### config.mk
export PLATFORM = sky130hd
export DESIGN_NAME = exe_stage
export DESIGN_NICKNAME = d
export VERILOG_FILES = /design/src/rtl/exe_stage.sv
export SDC_FILE = /design/constraint.sdc
export NUM_CORES = 1
export LEC_CHECK = 0
export ABC_AREA = 1
export BUFFER_PORTS_ARGS = -buffer_cell sky130_fd_sc_hd__buf_2
export CAP_MARGIN = 20
export CORE_MARGIN = 4
export CORE_UTILIZATION = 42
export CTS_BUF_LIST = sky130_fd_sc_hd__clkbuf_8 sky130_fd_sc_hd__clkbuf_16
export DETAILED_ROUTE_END_ITERATION = 12
export PLACE_DENSITY = 0.62
export SLEW_MARGIN = 10
export SYNTH_ARGS = -nofsm -noshare
export SYNTH_HDL_FRONTEND = slang
export SYNTH_SLANG_ARGS = --single-unit
### constraint.sdc
create_clock -name clk -period 4.98 [get_ports clk]
set_clock_uncertainty 0.1 [all_clocks]
set_input_delay 0.249 -clock clk [delete_from_list [all_inputs] [get_ports clk]]
set_output_delay 0.249 -clock clk [all_outputs]
set_load 0.005 [all_outputs]
### src/rtl/exe_stage.sv
// Execute stage: single-cycle ALU ops combinationally in IDLE; MUL/MULHU via a 32-step shift-add FSM.
// Multiply latency: accept, 33 MUL cycles, one DONE cycle; in_ready is low for all 34 busy cycles.
module exe_stage (
    input  logic        clk,
    input  logic        rst,
    input  logic        in_valid,
    output logic        in_ready,
    input  logic        flush,
    input  logic [3:0]  op,
    input  logic [31:0] a,
    input  logic [31:0] b,
    input  logic [4:0]  rd_in,
    input  logic        regwrite_in,
    output logic        out_valid,
    output logic [31:0] alu_y,
    output logic [4:0]  rd_out,
    output logic        regwrite_out,
    output logic        busy
);

    typedef enum logic [1:0] {S_IDLE, S_MUL, S_DONE} state_t;

    state_t      r_state;
    logic [31:0] r_a;
    logic [31:0] r_b;
    logic [3:0]  r_op;
    logic [4:0]  r_rd;
    logic        r_rw;
    logic [63:0] r_prod;
    logic [5:0]  r_cnt;

    logic        w_is_mul;
    logic        w_single;
    logic        w_done;
    logic        w_rw;
    logic [31:0] w_alu;
    logic [31:0] w_mul_y;

    assign w_is_mul = (op == 4'd10) || (op == 4'd11);

    always_comb begin
        w_alu = 32'd0;
        case (op)
            4'd0:    w_alu = a + b;
            4'd1:    w_alu = a - b;
            4'd2:    w_alu = a & b;
            4'd3:    w_alu = a | b;
            4'd4:    w_alu = a ^ b;
            4'd5:    w_alu = a << b[4:0];
            4'd6:    w_alu = a >> b[4:0];
            4'd7:    w_alu = $unsigned($signed(a) >>> b[4:0]);
            4'd8:    w_alu = {31'd0, $signed(a) < $signed(b)};
            4'd9:    w_alu = {31'd0, a < b};
            default: w_alu = 32'd0;
        endcase
    end

    // Flush and reset both turn the current cycle into a bubble.
    assign w_single  = (r_state == S_IDLE) && in_valid && !w_is_mul && !flush;
    assign w_done    = (r_state == S_DONE) && !flush;
    assign out_valid = !rst && (w_single || w_done);
    assign w_mul_y   = (r_op == 4'd11) ? r_prod[63:32] : r_prod[31:0];
    assign w_rw      = w_single ? regwrite_in : r_rw;

    assign alu_y        = !out_valid ? 32'd0 : (w_single ? w_alu : w_mul_y);
    assign rd_out       = !out_valid ? 5'd0  : (w_single ? rd_in : r_rd);
    assign regwrite_out = out_valid && w_rw && (rd_out != 5'd0);
    assign in_ready     = (r_state == S_IDLE);
    assign busy         = (r_state != S_IDLE);

    always_ff @(posedge clk or posedge rst) begin
        if (rst) begin
            r_state <= S_IDLE;
            r_a     <= 32'd0;
            r_b     <= 32'd0;
            r_op    <= 4'd0;
            r_rd    <= 5'd0;
            r_rw    <= 1'b0;
            r_prod  <= 64'd0;
            r_cnt   <= 6'd0;
        end else if (flush) begin
            r_state <= S_IDLE;
        end else begin
            case (r_state)
                S_IDLE: begin
                    if (in_valid && w_is_mul) begin
                        r_a     <= a;
                        r_b     <= b;
                        r_op    <= op;
                        r_rd    <= rd_in;
                        r_rw    <= regwrite_in;
                        r_prod  <= 64'd0;
                        r_cnt   <= 6'd0;
                        r_state <= S_MUL;
                    end
                end
                S_MUL: begin
                    // Iteration i adds a<<i when multiplier bit i is set.
                    if (r_cnt == 6'd32) begin
                        r_state <= S_DONE;
                    end else begin
                        if (r_b[r_cnt[4:0]])
                            r_prod <= r_prod + ({32'd0, r_a} << r_cnt);
                        r_cnt <= r_cnt + 6'd1;
                    end
                end
                S_DONE:  r_state <= S_IDLE;
                default: r_state <= S_IDLE;
            endcase
        end
    end

endmodule

==> metrics.csv <==
stage,metric,value,unit
synth,"top cells by area, synth","nand2_1, dfrtp_1, nand3_1",
global_route,Overflow after GRT,0,
sta,final worst-path cycle share,97.1,%
worst_setup_path,Crit Path Category,register to register,
die,Top-Level Pins,119,
worst_setup_path,CP Buf/Inv Count,1,
synth,Synth cell types,49,
sta,Min Hold Slack,45.2,ps
power,P_int,0.00358,W
power,Lkg Pwr,13.0,nW
global_route,vias in the first global route,27400,
sta,FMAX,207,MHz
synth,net count after synthesis,4440,
synth,ys flop type,dfrtp_1,
clock_tree,Max clock buf depth,2,
run,max_cap viols,0,
sta,worst slew pin tran,1140,ps
synth,Mapped Cells,4194,
synth,YS warnings,0,
power,maximum VDD drop,0.286,mV
worst_setup_path,WP data arrival,5090,ps
worst_setup_path,top cell family by delay on the critical path,compound AO/OA/AOI/OAI gates,
clock_tree,CTS Sinks,146,
sta,final worst slack,146,ps
drt,via/cell ratio,5.86,
clock_tree,H-tree depth,4,
synth,Yosys reg bits,146,
worst_setup_path,Worst EP required,5240,ps
synth,sequential-to-total area share from yosys stat,15.7,%
sta,setup TNS,0,ps
synth,Post-synth top cells,"nand2_1, nand3_1, inv_1",
place,"worst slack, placed",263,ps
power,Clock Power Share,17.1,%
clock_tree,"Reg clk slew, reported paths",80,ps
place,IO buf count,118,
worst_setup_path,worst-path cell chain,buf_4 > nand2_1 > o21ai_0 > o21a_1 > o21ai_1 > nand2_1 > o21ai_2 > nor2_1 > a31oi_1 > nor2_1 > ha_1 > a21oi_1 > o21ai_0 > a21oi_1 > and2_1 > nand2_1 > a21oi_1 > nand3_1 > nand3_1 > nand2_1,
clock_tree,worst skew pair latency,470,ps
worst_setup_path,crit-path max cell delay,620,ps
power,combinational power share,64.0,%
status,status,"finished, final reports clean",
die,die height,243,um
synth,"area leader, netlist",nand2_1,
global_route,largest net degree at the start of global routing,89,
worst_setup_path,CP max FO,31,
sta,Worst slew margin,23.5,%
drt,Via Count,29000,
finish,layout cells sized above 1,6.85,%
synth,Post-synth EDFFs,0,
clock_tree,TritonCTS clock tree,yes,
power,Flop pwr share,18.9,%
synth,synthesized cell area,0.0232,mm^2
power,Net Switching,0.00455,W
clock_tree,Clk Tree Root Cell,clkbuf_16,
worst_setup_path,Worst path slowest cell,dfrtp_4,
drt,TritonRoute pass-1 iters,6,
global_route,initial antenna violation count,6,
global_route,global-route wire length before repair,178,mm
global_route,Total GRT Usage,40.0,%
drt,WL final,122,mm
power,pwr/cell area,324,mW/mm^2
finish,design area,0.0251,mm^2
worst_setup_path,startpoint type of the worst setup path,register,
synth,asr flop ratio synth,100,%
synth,Post-Syn Area per Cell,5.53,um^2
min_path,Worst Hold Class,primary input to register,
sta,fin. max-slew vios,0,
sta,endpoints failing setup,0,
place,placed cell area,0.0244,mm^2
clock_tree,buffers inserted by post-CTS timing repair,0,
synth,most frequent cell after synthesis,nand2_1,
synth,Synth top area share,21.7,%
die,Core Footprint,0.0542,mm^2
sta,Tmin final,4830,ps
place,Final HPWL DP,101,mm
die,Starting Density,42.8,%
drt,drt drc,0,
drt,WL/cell,24.7,um
power,total power,0.00813,W
die,row cnt,85,
die,Die Wd,243,um
place,routability cong.,1.09,
worst_setup_path,critical path endpoint category,register,
sta,RSZ-0062 raised after global routing,false,
drt,Routed Antenna Nets,0,
clock_tree,cts bufs inserted,17,
power,Sw Share,56.0,%
sta,final hold violation count,0,
finish,Nets,4480,
die,die area,0.0591,mm^2
worst_setup_path,crit-path most repeated cell,nand2_1,
finish,Area Growth Syn to Fin,8.09,%
drt,Iteration-0 DRC Markers,2965,
[what timing repair did]
action                     in CTS  in global routing
hold endpoints to repair       66                  0
setup endpoints to repair       0                  1
hold buffers                    9                  0
gates resized for setup         0                  1
[routing by layer]
metal | vias up | global-route usage [%] | share of wire, %
li1 | 13800 | - | -
met1 | 13300 | 47.0 | 38
met2 | 1515 | 65.4 | 45
met3 | 436 | 6.63 | 7.9
met4 | 8 | 30.2 | 9.4
met5 | - | 0 | 0.043
[layout make-up]
type	count	area, um^2
clock inverters	15	204
fillers	6159	29200
repair buffers	195	1220
clock buffers	17	425
well taps	696	871
diodes	2	5.00
inverters	500	1880
multi-input cells	3374	16800
flip-flops and latches	146	3660
[power groups by stage]
stage | Combinational (W) | Clock [W] | Sequential (W)
2_1_floorplan | 0.00331 | 0 | 0.00147
3_3_place_gp | 0.00505 | 0 | 0.00155
3_5_place_dp | 0.00503 | 0 | 0.00155
4_1_cts | 0.00507 | 0.00141 | 0.00153
5_1_grt | 0.00561 | 0.00145 | 0.00156
6_report | 0.00520 | 0.00139 | 0.00154
[layout by cell type, fill, tap and decap left out, types with 6 or more instances in the layout]
cell,netlist,routed
dlygate4sd3_1,0,9
nand2_1,1339,1339
mux2i_1,6,6
ha_1,165,165
o21ai_0,273,273
mux2_2,17,17
buf_2,68,118
o211ai_1,28,28
xnor2_1,14,14
clkbuf_16,0,17
xor2_1,19,19
nand3b_1,9,9
or2_2,10,10
o21a_1,13,13
a221oi_1,7,7
o22ai_1,27,27
nand3_1,482,482
and2_1,14,14
clkinv_8,0,8
nor2_2,8,7
inv_1,479,477
o21ai_1,84,84
o221ai_1,15,15
inv_2,16,17
dfrtp_1,146,145
o21ai_2,7,7
a21o_1,12,12
buf_4,5,66
nor3_1,43,43
o21bai_1,25,25
nor4_1,8,8
a21oi_1,236,236
nor2_1,421,420
a31oi_1,20,20
nand4_1,39,39
[final timing paths]
check / start / to / slack (ps) / cells after the start
worst max-delay path: r_cnt[0]$_DFFE_PP0P_ / r_prod[63]$_DFFE_PP0P_ / 150 / 20
worst min-delay path: b[18] / r_b[18]$_DFFE_PP0P_ / 50 / 3
worst max register to register: r_cnt[0]$_DFFE_PP0P_ / r_prod[63]$_DFFE_PP0P_ / 150 / 20
worst min register to register: r_op[3]$_DFFE_PP0P_ / r_op[3]$_DFFE_PP0P_ / 380 / 1
max in group asynchronous: rst / r_a[15]$_DFFE_PP0P_ / 3490 / 4
min in group asynchronous: rst / r_prod[23]$_DFFE_PP0P_ / 370 / 3
[flip-flops by register name, indices dropped and copies added, names as in the netlist]
| register | cells |
|---|---|
| r_prod | 64 |
| r_op | 4 |
| r_rd | 5 |
| r_state | 2 |
| r_b | 32 |
| r_cnt | 6 |
| r_rw | 1 |
| r_a | 32 |
[worst min-delay path, stage by stage]
cell	delay (ps)
buf_2	160
nand2_1	80
o21ai_0	70
[per-stage QoR]
step / util, % / instances
after detailed placement: 44.9 / 4902
after global routing: 46.2 / 4943
final: 46.2 / 4945
after CTS: 46.2 / 4943
after global placement: 44.9 / 4902
after floorplan: - / 4194
[cells by family (layout without fill, tap and decap cells)]
group | Yosys count | count (layout) | synth area share, %
other | 0 | 2 | 0
muxes | 23 | 23 | 1.08
adders and majority gates | 168 | 168 | 9.16
and+or+nand+nor | 2391 | 2391 | 42.9
buffers and inverters | 674 | 727 | 11.8
DFF | 146 | 146 | 15.7
AOI/OAI and AO/OA | 759 | 759 | 18.1
xor gates and xnor gates | 33 | 33 | 1.25
No activity file was read; power rests on OpenSTA's default activity.
